File: config.mk
export PLATFORM = sky130hd
export DESIGN_NAME = shift_divider
export DESIGN_NICKNAME = d
export VERILOG_FILES = /design/src/rtl/shift_divider.sv
export SDC_FILE = /design/constraint.sdc
export NUM_CORES = 1
export LEC_CHECK = 0
export BUFFER_PORTS_ARGS = -buffer_cell sky130_fd_sc_hd__buf_2
export CAP_MARGIN = 20
export CORE_MARGIN = 4
export CORE_UTILIZATION = 42
export CTS_CLUSTER_DIAMETER = 40
export DETAILED_ROUTE_END_ITERATION = 8
export PLACE_DENSITY = 0.6
export SYNTH_ARGS = -nofsm -noshare
export SYNTH_HDL_FRONTEND = slang
export SYNTH_SLANG_ARGS = --single-unit
File: constraint.sdc
create_clock -name clk -period 5.85 [get_ports clk]
set_input_delay 0.8775 -clock clk [delete_from_list [all_inputs] [get_ports clk]]
set_output_delay 0.8775 -clock clk [all_outputs]
set_load 0.02 [all_outputs]
File: src/rtl/shift_divider.sv
// Sequential unsigned restoring divider: one quotient bit per clock, start/done handshake.
// Divide by zero completes in one cycle with all-ones quotient and the dividend as remainder.
module shift_divider #(
  parameter int WIDTH = 8
) (
  input  logic             clk,
  input  logic             rst,
  input  logic             start,
  input  logic [WIDTH-1:0] dividend,
  input  logic [WIDTH-1:0] divisor,
  output logic [WIDTH-1:0] quotient,
  output logic [WIDTH-1:0] remainder,
  output logic             busy,
  output logic             done,
  output logic             div_by_zero
);

  localparam int CW = $clog2(WIDTH + 1);
  localparam logic [CW-1:0] LastCnt = CW'(WIDTH - 1);

  typedef enum logic [1:0] {StIdle, StRun, StZero} state_t;

  state_t           state;
  logic [CW-1:0]    cnt;
  logic [WIDTH-1:0] part_rem;
  logic [WIDTH-1:0] shreg;
  logic [WIDTH-1:0] divd;
  logic [WIDTH-1:0] divs;

  logic [WIDTH:0]   trial;
  logic [WIDTH:0]   diff;
  logic [WIDTH-1:0] rem_next;
  logic [WIDTH-1:0] q_next;

  // The partial remainder stays below the divisor, so trial < 2*divisor and the borrow
  // bit of the WIDTH+1 bit subtraction is exactly the "trial < divisor" flag.
  always_comb begin
    trial    = {part_rem, shreg[WIDTH-1]};
    diff     = trial - {1'b0, divs};
    q_next   = {shreg[WIDTH-2:0], 1'b0};
    rem_next = trial[WIDTH-1:0];
    if (!diff[WIDTH]) begin
      rem_next  = diff[WIDTH-1:0];
      q_next[0] = 1'b1;
    end
  end

  always_ff @(posedge clk or posedge rst) begin
    if (rst) begin
      state       <= StIdle;
      cnt         <= '0;
      part_rem    <= '0;
      shreg       <= '0;
      divd        <= '0;
      divs        <= '0;
      quotient    <= '0;
      remainder   <= '0;
      busy        <= 1'b0;
      done        <= 1'b0;
      div_by_zero <= 1'b0;
    end else begin
      done <= 1'b0;
      unique case (state)
        StIdle: begin
          if (start) begin
            divd     <= dividend;
            divs     <= divisor;
            busy     <= 1'b1;
            cnt      <= '0;
            part_rem <= '0;
            shreg    <= dividend;
            state    <= (divisor == '0) ? StZero : StRun;
          end
        end
        StRun: begin
          part_rem <= rem_next;
          shreg    <= q_next;
          cnt      <= cnt + 1'b1;
          if (cnt == LastCnt) begin
            quotient    <= q_next;
            remainder   <= rem_next;
            div_by_zero <= 1'b0;
            done        <= 1'b1;
            busy        <= 1'b0;
            state       <= StIdle;
          end
        end
        StZero: begin
          quotient    <= '1;
          remainder   <= divd;
          div_by_zero <= 1'b1;
          done        <= 1'b1;
          busy        <= 1'b0;
          state       <= StIdle;
        end
        default: state <= StIdle;
      endcase
    end
  end

endmodule

After elaboration in Yosys (flattened, before gate mapping)
Index checks and enable logic that the tools add are counted.
Widths: inputs -> output; s select.
{"block": "op_classes", "n_eq_ne": 5, "mux": 22, "addsub": 2, "n_reduce_logical": 10}
{"op": "$pmux 8 s2", "count": 4}
{"op": "$mux 8", "count": 5}
{"op": "$sub 9x8->9", "count": 1}
{"op": "$logic_not 8->1", "count": 1}
{"op": "$pmux 4 s2", "count": 1}
{"op": "$reduce_and 2->1", "count": 4}
{"op": "$mux 2", "count": 3}
{"op": "$add 4x1->4 const B", "count": 1}
{"op": "$eq 4x3->1 const B", "count": 1}
{"op": "$mux 1", "count": 4}
{"op": "$mux 4", "count": 1}
{"op": "$ne 2x2->1 const B", "count": 2}
{"op": "$pmux 1 s2", "count": 2}
{"op": "$pmux 2 s2", "count": 1}
{"op": "$reduce_bool 2->1", "count": 2}
{"op": "$pmux 1 s3", "count": 1}
{"op": "$reduce_and 3->1", "count": 1}
{"op": "$reduce_bool 3->1", "count": 1}
{"op": "$eq 2x1->1 const B", "count": 1}
{"op": "$eq 2x2->1 const B", "count": 1}
{"op": "$logic_not 2->1", "count": 1}
{"block": "word_totals", "register_bits": 57, "in_bits": 19, "elab_cells": 50, "output_inout_bits": 19}

Depth between registers and ports, before layout
{"block": "depth", "depth_word": 4, "ltp_mapped": 10, "ltp_nobuf": 9}

Least setup slack after synthesis
No wires, ideal clock.
{"block": "synth_timing", "kind": "reg2reg", "start": "reg shreg[7]", "end": "reg remainder[1]", "arrival_time_ps": 2222, "required_ps": 5777, "setup_ps": 73, "synth_period_minus_slack_ps": 2295, "slack_ps": 3555, "stages_incl_launch_ff": 11, "n_path_buf": 1, "path_cell_list": "dfrtp_1 inv_1 ha_1 fa_1 nand2b_1 a211oi_2 nand4b_1 and3_1 buf_6 mux2_4 a21oi_2"}
{"block": "synth_via", "elab_chain_cells": 4}
{"element": "start, declared", "line": "26", "source": "logic [WIDTH-1:0] shreg;"}
{"element": "start signal, assigned", "line": "71", "source": "shreg <= dividend;"}
{"element": "start signal, assigned", "line": "77", "source": "shreg <= q_next;"}
{"element": "$sub 9x8->9", "line": "39", "source": "diff = trial - {1'b0, divs};"}
{"element": "$mux 8", "line": "42", "source": "if (!diff[WIDTH]) begin"}
{"element": "$mux 8", "line": "79", "source": "if (cnt == LastCnt) begin"}
{"element": "$pmux 8 s2", "line": "63", "source": "unique case (state)"}
{"element": "end signal, assigned", "line": "81", "source": "remainder <= rem_next;"}
{"element": "end signal, assigned", "line": "90", "source": "remainder <= divd;"}
{"element": "end, declared", "line": "12", "source": "output logic [WIDTH-1:0] remainder,"}
No other way between the ends. The select of a mux whose other input is x is not followed.
A chain may end at the register's enable or synchronous reset.

Worst setup path in the final report
{"block": "layout_timing", "start": "reg state[1]", "end": "reg remainder[3]"}
{"block": "layout_via", "elab_chain_cells": 3, "word_cells_on_any_way": 6, "cone_classes": "3 x eq/ne; 1 x mux; 2 x reduce/logical"}
{"element": "start, declared", "line": "23", "source": "state_t state;"}
{"element": "start signal, assigned", "line": "50", "source": "state <= StIdle;"}
{"element": "start signal, assigned", "line": "72", "source": "state <= (divisor == '0) ? StZero : StRun;"}
{"element": "start signal, assigned", "line": "85", "source": "state <= StIdle;"}
{"element": "$eq 2x1->1 or $eq 2x2->1 (tied branches)", "line": "63"}
{"element": "$ne 2x2->1 (no source line) or $reduce_bool 2->1 (tied branches)"}
{"element": "$reduce_and 2->1 (no source line)"}
Parallel ways exist; a longest one is shown, timed or not.

==> results.yml <==
clock_network:
  cts_made_buffers: 9
  clk_latency_ps: 330
  cts.root.buffer_cell: "clkbuf_8"
  cts_buffer_depth: 2
  ctsHoldBuffers: 0
  path_clk_slew_ps: 70
  cts_sinks: 57
  cts_tree: "built"
  cts_resized: 0
  h-tree-depth: 3
  post-cts-setup-buffers: 0
sta:
  setup_viol: 0
  worst_pin_slew_ps: 859
  slew_headroom_pct: 42.7
  period_share_pct: 52.4
  post-route-min-period_ps: 3060
  clock_skew_ps: 4.61
  maxSlewViolCount: 0
  holdWs_ps: 489
  tns_ps: 0
  fmax_mhz: 326
  rsz0062_at_grt: "false"
  final-hold-violation-count: 0
yosys:
  synth_mux_area_share_pct: 11.1
  yosysTopAreaCellShare_pct: 48.4
  yosysSeqAreaShare_pct: 48.4
  synth_top_family_by_area: "compound AO/OA/AOI/OAI gates"
  ys_seq_elements: 57
  synth_cells: 289
  synth-xor-area-share_pct: 1.19
  yosys.area_share.simple_pct: 12.9
  synth-edff-count: 0
  synthTopCellsByCount: "57 x dfrtp_1, 29 x nand2_1, 27 x o21ai_0"
  synth_compound_area_share_pct: 16.7
  synthArstFlopShare_pct: 100
  synthTopCellsByArea: "dfrtp_1 48%, mux2_2 6.1%, ha_1 5.1%"
  yosysUniqueCellTypes: 48
  synth_nets: 321
  synth_area_um2: 2950
  synthFlopType: "dfrtp_1"
  avgSynthCellArea_um2: 10.2
  yosys_warnings: 0
  yosysMostFrequentCell: "dfrtp_1"
  synth_top_cell_by_area: "dfrtp_1"
  synth_fa_ha_area_share_pct: 5.77
final_layout:
  finalNetCount: 359
  stdcell_area_um2: 3400
  drive_gt1_share_pct: 23.8
  area_growth_pct: 15.2
  instances_no_fill: 428
  antennaDiodeCount: 0
global_route:
  grt_pass1_vias: 2193
  antenna_found_initial: 0
  grt_max_degree: 58
  grt_overflow: 0
  track_usage_pct: 16.7
  grt_pass1_wl_um: 11000
route:
  via_count: 2281
  wire_per_inst_um: 15.3
  drcViolationCount: 0
  drt_iter0_markers: 106
  dr.pass1.iters: 4
  antenna_left: 0
  vias_per_cell: 5.33
  wl_um: 6530
die:
  rows: 30
  fp.dieW_um: 91.8
  core_um2: 6790
  die_h_um: 91.8
  initial_utilization_pct: 43.4
  ioPinCount: 38
  dieArea_um2: 8420
worst_setup_path:
  crit_family: "simple AND/OR/NAND/NOR gates"
  path_class: "flip-flop to flip-flop"
  cp-start-kind: "flip-flop"
  path_depth: 8
  cpMaxStageDelayCell: "ha_1"
  crit_chain: "inv_1, ha_1, nand4_1, o21ai_1, buf_4, nand3b_1, o21ai_0, a21oi_1"
  rr_endpoint: "remainder[3]"
  setup.worst_path.start: "state[1]"
  cp.required_ps: 6060
  r2r_start: "state[1]"
  critPathMaxFanout: 20
  worst_ep_arrival_time_ps: 3270
  rrSetupSlack_ps: 2790
  crit_end: "remainder[3]"
  cp.buffers_inverters: 2
  critPathMaxStageDelay_ps: 720
  reg2regPathDepth: 8
  end_kind: "flip-flop"
place:
  place_area_um2: 3220
  placedCellCount: 412
  port_buffers: 37
  place_hpwl_um: 4800
  gp_congestion: 0.778
power_and_ir_drop:
  ir_drop_mv: 0.301
  leakagePower_nw: 1.56
  p_per_area_nw_per_um2: 517
job:
  cap_violations: 0
status:
  status: "finished clean"
hold_path:
  hold_path.class: "flip-flop to flip-flop"
-- cell families after synthesis --
| logic type | Yosys count |
|---|---|
| and+or+nand+nor | 77 |
| AOI/OAI and AO/OA | 80 |
| xor gates and xnor gates | 4 |
| adders and majority gates | 13 |
| buffers and inverters | 28 |
| muxes | 30 |
| DFF | 57 |
-- flip-flops by register name, indices dropped and copies added (netlist names) --
name         cells
busy             1
cnt              4
div_by_zero      1
divd             8
divs             8
done             1
part_rem         8
quotient         8
remainder        8
shreg            8
state            2
-- worst register-to-register path: stages, from the launching register on --
cell      delay, ps
dfrtp_1         390
inv_1            80
ha_1            720
nand4_1         680
o21ai_1         530
buf_4           290
nand3b_1        100
o21ai_0         100
a21oi_1          50
-- how the worst min path moves through the flow --
stage                      from          end  slack [ps]  cells past startpoint
floorplan              shreg[7]     shreg[7]         450                      2
CTS                    shreg[7]     shreg[7]         490                      2
global placement       shreg[7]     shreg[7]         470                      2
global route        quotient[5]  quotient[5]         510                      1
detailed placement     shreg[7]     shreg[7]         480                      2
finish              quotient[3]  quotient[3]         490                      1
-- stage by stage --
| step | setup WS (ps) | power (mW) | utilization [%] |
|---|---|---|---|
| after CTS | 2840 | 1.76 | 50.0 |
| after global routing | 2490 | 1.90 | 50.0 |
| final | 2790 | 1.76 | 50.0 |
| after global placement | 3070 | 1.41 | 47.3 |
| after detailed placement | 2870 | 1.42 | 47.3 |
| after floorplan | 3550 | 1.24 | - |
-- where the power goes --
group / internal, mW / switching (mW) / total, mW
logic: 0.335 / 0.453 / 0.788
registers: 0.531 / 0.103 / 0.634
clock network: 0.174 / 0.159 / 0.333
-- per-layer routing --
metal,GRT usage (%),share of wire (%)
met3,4.84,4.7
met1,23.7,49
met5,0,0
met2,24.4,45
met4,5.32,1.1
-- layout by cell type, fill, tap and decap left out, types with 3 or more instances in the layout --
cell,instances
dfrtp_1,57
buf_2,37
nand2_1,29
o21ai_0,26
a21oi_1,21
mux2_2,16
nor2_1,15
inv_1,14
mux2i_1,12
ha_1,12
clkbuf_8,11
nand3b_1,8
nand2b_1,6
nand3_1,6
o21ai_1,6
o22a_1,4
o21a_1,3
nand4_1,3
a22o_1,3
o22ai_1,3
clkinv_2,3
buf_4,3
-- layout make-up --
cell class,count,area (um2)
inverters,15,56.3
clock buffers,11,151
fillers,632,3400
repair buffers,40,208
well taps,96,120
multi-input cells,204,1410
clock inverters,5,30.0
flip-flops and latches,57,1430
(Power assumes the default switching activity.)
